### config.mk
export PLATFORM = sky130hd
export DESIGN_NAME = aes_key_expand_128
export DESIGN_NICKNAME = d
export VERILOG_FILES = /design/src/rtl/aes_key_expand_128.sv
export SDC_FILE = /design/constraint.sdc
export NUM_CORES = 2
export LEC_CHECK = 0
export BUFFER_PORTS_ARGS = -buffer_cell sky130_fd_sc_hd__buf_2
export CORE_MARGIN = 2
export CORE_UTILIZATION = 30
export DETAILED_ROUTE_END_ITERATION = 8
export PLACE_DENSITY_LB_ADDON = 0.3
export SLEW_MARGIN = 30
export SYNTH_ARGS = -nofsm -noshare
export SYNTH_HDL_FRONTEND = slang
export SYNTH_SLANG_ARGS = --single-unit
### constraint.sdc
create_clock -name clk -period 43.4 [get_ports clk]
set_clock_uncertainty 0.2 [all_clocks]
set_input_delay 8.68 -clock clk [delete_from_list [all_inputs] [get_ports clk]]
set_output_delay 8.68 -clock clk [all_outputs]
set_load 0.05 [all_outputs]
### src/rtl/aes_key_expand_128.sv
// AES-128 key schedule stage.
// Produces one round key per clock from a loaded cipher key, using the
// round constant supplied each cycle by the upstream rcon generator.
// Also contains the combinational AES S-box used for SubWord.

// Combinational AES S-box: multiplicative inverse in GF(2^8) followed by
// the affine transform. Computed rather than tabulated to keep it compact.
module aes_sbox (
  input  logic [7:0] a,
  output logic [7:0] y
);

  // GF(2^8) multiply modulo x^8 + x^4 + x^3 + x + 1
  function automatic logic [7:0] gf_mul(input logic [7:0] x, input logic [7:0] m);
    logic [7:0] p;
    logic [7:0] acc;
    p   = 8'h00;
    acc = x;
    for (int i = 0; i < 8; i++) begin
      if (m[i]) p = p ^ acc;
      acc = {acc[6:0], 1'b0} ^ (acc[7] ? 8'h1b : 8'h00);
    end
    return p;
  endfunction

  // Inverse as x^254 (maps 0 to 0, which the S-box requires)
  function automatic logic [7:0] gf_inv(input logic [7:0] x);
    logic [7:0] sq;
    logic [7:0] acc;
    sq  = x;
    acc = 8'h01;
    for (int i = 0; i < 7; i++) begin
      sq  = gf_mul(sq, sq);
      acc = gf_mul(acc, sq);
    end
    return acc;
  endfunction

  // Affine transform over the inverse
  function automatic logic [7:0] affine(input logic [7:0] b);
    return b ^ {b[6:0], b[7]} ^ {b[5:0], b[7:6]} ^ {b[4:0], b[7:5]} ^
           {b[3:0], b[7:4]} ^ 8'h63;
  endfunction

  // Substitution of one byte
  always_comb begin
    y = affine(gf_inv(a));
  end

endmodule

module aes_key_expand_128 #(
  parameter int NR = 10
) (
  input  logic         clk,
  input  logic         rst_n,
  input  logic         kld,
  input  logic [127:0] key,
  input  logic [31:0]  rcon,
  output logic [127:0] round_key,
  output logic [3:0]   round_idx,
  output logic         rk_valid,
  output logic         busy,
  output logic         done
);

  localparam logic ST_IDLE   = 1'b0;
  localparam logic ST_EXPAND = 1'b1;

  localparam logic [3:0] NR_IDX = 4'(NR);

  logic        state_reg;
  logic [31:0] w0_reg, w1_reg, w2_reg, w3_reg;
  logic [31:0] w0_next, w1_next, w2_next, w3_next;
  logic [3:0]  idx_reg;
  logic        valid_reg;
  logic        busy_reg;
  logic        done_reg;

  logic [31:0] rot_w;
  logic [31:0] sub_w;
  logic [31:0] t_w;

  // Only the top byte of the round constant carries information
  logic unused_rcon_bits;
  assign unused_rcon_bits = ^rcon[23:0];

  // RotWord: left byte rotate of w3
  assign rot_w = {w3_reg[23:0], w3_reg[31:24]};

  // SubWord: one S-box per byte lane
  generate
    for (genvar gi = 0; gi < 4; gi++) begin : g_subword
      aes_sbox u_sbox (
        .a (rot_w[8*gi +: 8]),
        .y (sub_w[8*gi +: 8])
      );
    end
  endgenerate

  // Next round key; the words chain so all four update on the same edge
  always_comb begin
    t_w     = sub_w ^ {rcon[31:24], 24'h000000};
    w0_next = w0_reg ^ t_w;
    w1_next = w1_reg ^ w0_next;
    w2_next = w2_reg ^ w1_next;
    w3_next = w3_reg ^ w2_next;
  end

  // Load / expand / hold sequencing; kld always wins and restarts cleanly
  always_ff @(posedge clk or negedge rst_n) begin
    if (!rst_n) begin
      state_reg <= ST_IDLE;
      w0_reg    <= '0;
      w1_reg    <= '0;
      w2_reg    <= '0;
      w3_reg    <= '0;
      idx_reg   <= '0;
      valid_reg <= 1'b0;
      busy_reg  <= 1'b0;
      done_reg  <= 1'b0;
    end else if (kld) begin
      state_reg <= ST_EXPAND;
      w0_reg    <= key[127:96];
      w1_reg    <= key[95:64];
      w2_reg    <= key[63:32];
      w3_reg    <= key[31:0];
      idx_reg   <= '0;
      valid_reg <= 1'b1;
      busy_reg  <= 1'b1;
      done_reg  <= 1'b0;
    end else if (state_reg == ST_EXPAND) begin
      if (idx_reg < NR_IDX) begin
        w0_reg   <= w0_next;
        w1_reg   <= w1_next;
        w2_reg   <= w2_next;
        w3_reg   <= w3_next;
        idx_reg  <= idx_reg + 4'd1;
        done_reg <= ((idx_reg + 4'd1) == NR_IDX);
      end else begin
        // Final key has been shown for one cycle; park and hold it
        state_reg <= ST_IDLE;
        busy_reg  <= 1'b0;
        done_reg  <= 1'b0;
      end
    end else begin
      done_reg <= 1'b0;
    end
  end

  assign round_key = {w0_reg, w1_reg, w2_reg, w3_reg};
  assign round_idx = idx_reg;
  assign rk_valid  = valid_reg;
  assign busy      = busy_reg;
  assign done      = done_reg;

endmodule

==> flow_summary.toml <==
[synth]
synth-edff-count = 0
synth_area_um2 = 63600
ys_types = 115
synth_seq_cells = 136
synth.top_cell.area_share = 0.221
ys.flop_type = "dfrtp_1"
synthArstFlopShare = 1.00
synthesis.nets = 8381
synth_top_area_cell = "xnor2_1"
ys_seq_area_frac = 0.0535
ys_warn_count = 0
yosys-top-cells-area = "xnor2_1 22%, xnor3_1 16%, nor2_1 7.1%, xor2_1 6.6%, dfrtp_1 5.4%"
synth.avg_cell_area_um2 = 7.75
synthCells = 8197

[critical_path]
rrSetupSlack_ns = 24.20
cpPeakStageDelay_ns = 0.95
timing.rr.start = "w3_reg[7]$_DFFE_PN0P_"
crit_top_cell = "xnor2_1"
cpMaxStageDelayCell = "xnor3_1"
r2r_end = "w3_reg[14]$_DFFE_PN0P_"
startpoint_type = "flop"
critical-path-top-delay-family = "XOR/XNOR gates"
reg2reg_depth = 48
cp.required_ns = 43.65
cp-end-kind = "flop"
arrival_ns = 19.45
path_max_fanout = 19
crit_buf_inv = 1
critPathKind = "flop to flop"

[clock_network]
clkTransAtPathRegs_ns = 0.08
cts_resized = 0
clock_latency_ns = 0.55
cts_tree = "yes"
clock-sinks = 136
cts.htree.levels = 4
post_cts_buffers = 0
clockRootBuffer = "clkbuf_16"
clock_path_buffers = 2
cts_buffers = 17
ctsHoldBuffers = 0

[cells_and_area]
drive_above_1_share = 0.114
layout_commonest_cell = "xnor2_1"
final_cell_mix = "1551 x xnor2_1, 1200 x nor2_1, 881 x nand2_1, 464 x xor2_1, 440 x xnor3_1"
post-route-util = 0.330
layout.nets = 8390
fin_area_um2 = 69300
area_growth_pct = 9.10

[global_route]
antenna_found_initial = 7
grt_first_pass_wirelength_um = 325000
grt_max_degree = 97
grt_pass1_vias = 55400
grt_use_total = 0.184
overflow = 0

[sta]
fin_ws_ns = 24.20
setup_viol = 0
tightest_slew_ns = 1.02
finalCriticalPeriod_ns = 19.20
finalSetupTns_ns = 0
rsz0062_at_grt = "false"
relSlewSlack = 0.314
fmax_ghz = 0.0521
finalCritPeriodShare = 0.442
hold_viol = 0
final_max_slew_viol_count = 0

[place]
post-place-ws_ns = 24.07
port_buffers = 273
dpl_cell_area_um2 = 68600
place.gp.congestion = 0.888
hpwl_um = 152000

[route]
remaining_drc_errors = 0
dr.pass1.iters = 6
via_per_inst = 5.24
wl_um = 205000
drt_iter0_drc = 4568
vias = 57800
wl_per_cell_um = 18.6
antenna_left = 0

[floorplanning]
initial_core_util = 0.303
core_um2 = 210000
ios = 298
die-height_um = 464
dieArea_um2 = 216000
core.rowCount = 168
die_x_um = 464

[outcome]
outcome = "finished clean"

[min_path]
min_to = "rk_valid$_DFFE_PN0P_"
hold_path_class = "flop to flop"
hp-start = "rk_valid$_DFFE_PN0P_"
holdPathStages = 1

[flow_run]
cap_violations = 0
-- through the flow --
| step | hold slack [ns] | instances |
|---|---|---|
| floorplan | 0.384 | 8197 |
| global placement | 0.248 | 11000 |
| detailed placement | 0.256 | 11000 |
| CTS | 0.275 | 11000 |
| global route | 0.303 | 11000 |
| finish | 0.275 | 11000 |
-- routing by layer --
| metal | wire [um] | vias up | part of all wire | track usage |
|---|---|---|---|---|
| met3 | 8710 | 203 | 0.042 | 0.0127 |
| met2 | 98400 | 1582 | 0.48 | 0.312 |
| li1 | - | 28100 | - | - |
| met1 | 91800 | 28000 | 0.45 | 0.247 |
| met5 | 0 | - | 0 | 0 |
| met4 | 6480 | 0 | 0.032 | 0.0629 |
-- cell usage after synthesis, types with 28 or more instances --
library cell     n
nand2_1        882
and2_1          53
xnor2_1       1607
buf_2          127
o211ai_1        63
a22oi_1         50
nor2_1        1201
o21ai_1         74
o22ai_1         97
nand2b_1        69
xnor2_2         72
mux2_2          52
buf_1           44
xnor3_1        442
clkbuf_1       353
xor2_2          28
a21oi_1        430
nor2b_1         75
a211oi_1        82
a32oi_1         31
nand3_1        157
a31oi_1         66
or3_1           34
nor3_1         177
inv_1           65
o21ai_0        358
mux2i_1        194
dfrtp_1        136
xor2_1         476
and3_1          36
xor3_1          49
-- worst max path at each step --
stage | from | endpoint | slack, ns | cells past startpoint
2_1_floorplan | w3_reg[23]$_DFFE_PN0P_ | w3_reg[30]$_DFFE_PN0P_ | 27.91 | 59
3_3_place_gp | w3_reg[24]$_DFFE_PN0P_ | w3_reg[1]$_DFFE_PN0P_ | 24.43 | 49
3_5_place_dp | w3_reg[24]$_DFFE_PN0P_ | w3_reg[1]$_DFFE_PN0P_ | 24.07 | 49
4_1_cts | w3_reg[24]$_DFFE_PN0P_ | w3_reg[1]$_DFFE_PN0P_ | 23.99 | 49
5_1_grt | w3_reg[7]$_DFFE_PN0P_ | w3_reg[14]$_DFFE_PN0P_ | 22.94 | 48
6_report | w3_reg[7]$_DFFE_PN0P_ | w3_reg[14]$_DFFE_PN0P_ | 24.20 | 48
-- kinds of logic after synthesis --
group,after synthesis,synth area share
mux,252,0.0413
fa+ha+maj,25,0.00476
flops,136,0.0535
simple gates,2817,0.191
compound gates,1612,0.162
xor+xnor,2719,0.505
buf+inv,636,0.0420
-- area by class of cell --
class / instances / area, um2
Fill cell: 22200 / 141000
Multi-Input combinational cell: 7425 / 58100
Tap cell: 2805 / 3510
Timing Repair Buffer: 543 / 3430
Sequential cell: 136 / 3400
Clock buffer: 17 / 425
Inverter: 83 / 312
Clock inverter: 15 / 158
Antenna cell: 11 / 27.5
Power is left out: the tool's default activity adds up to more than one toggle a clock period on the data nets, which glitch-free logic cannot reach.
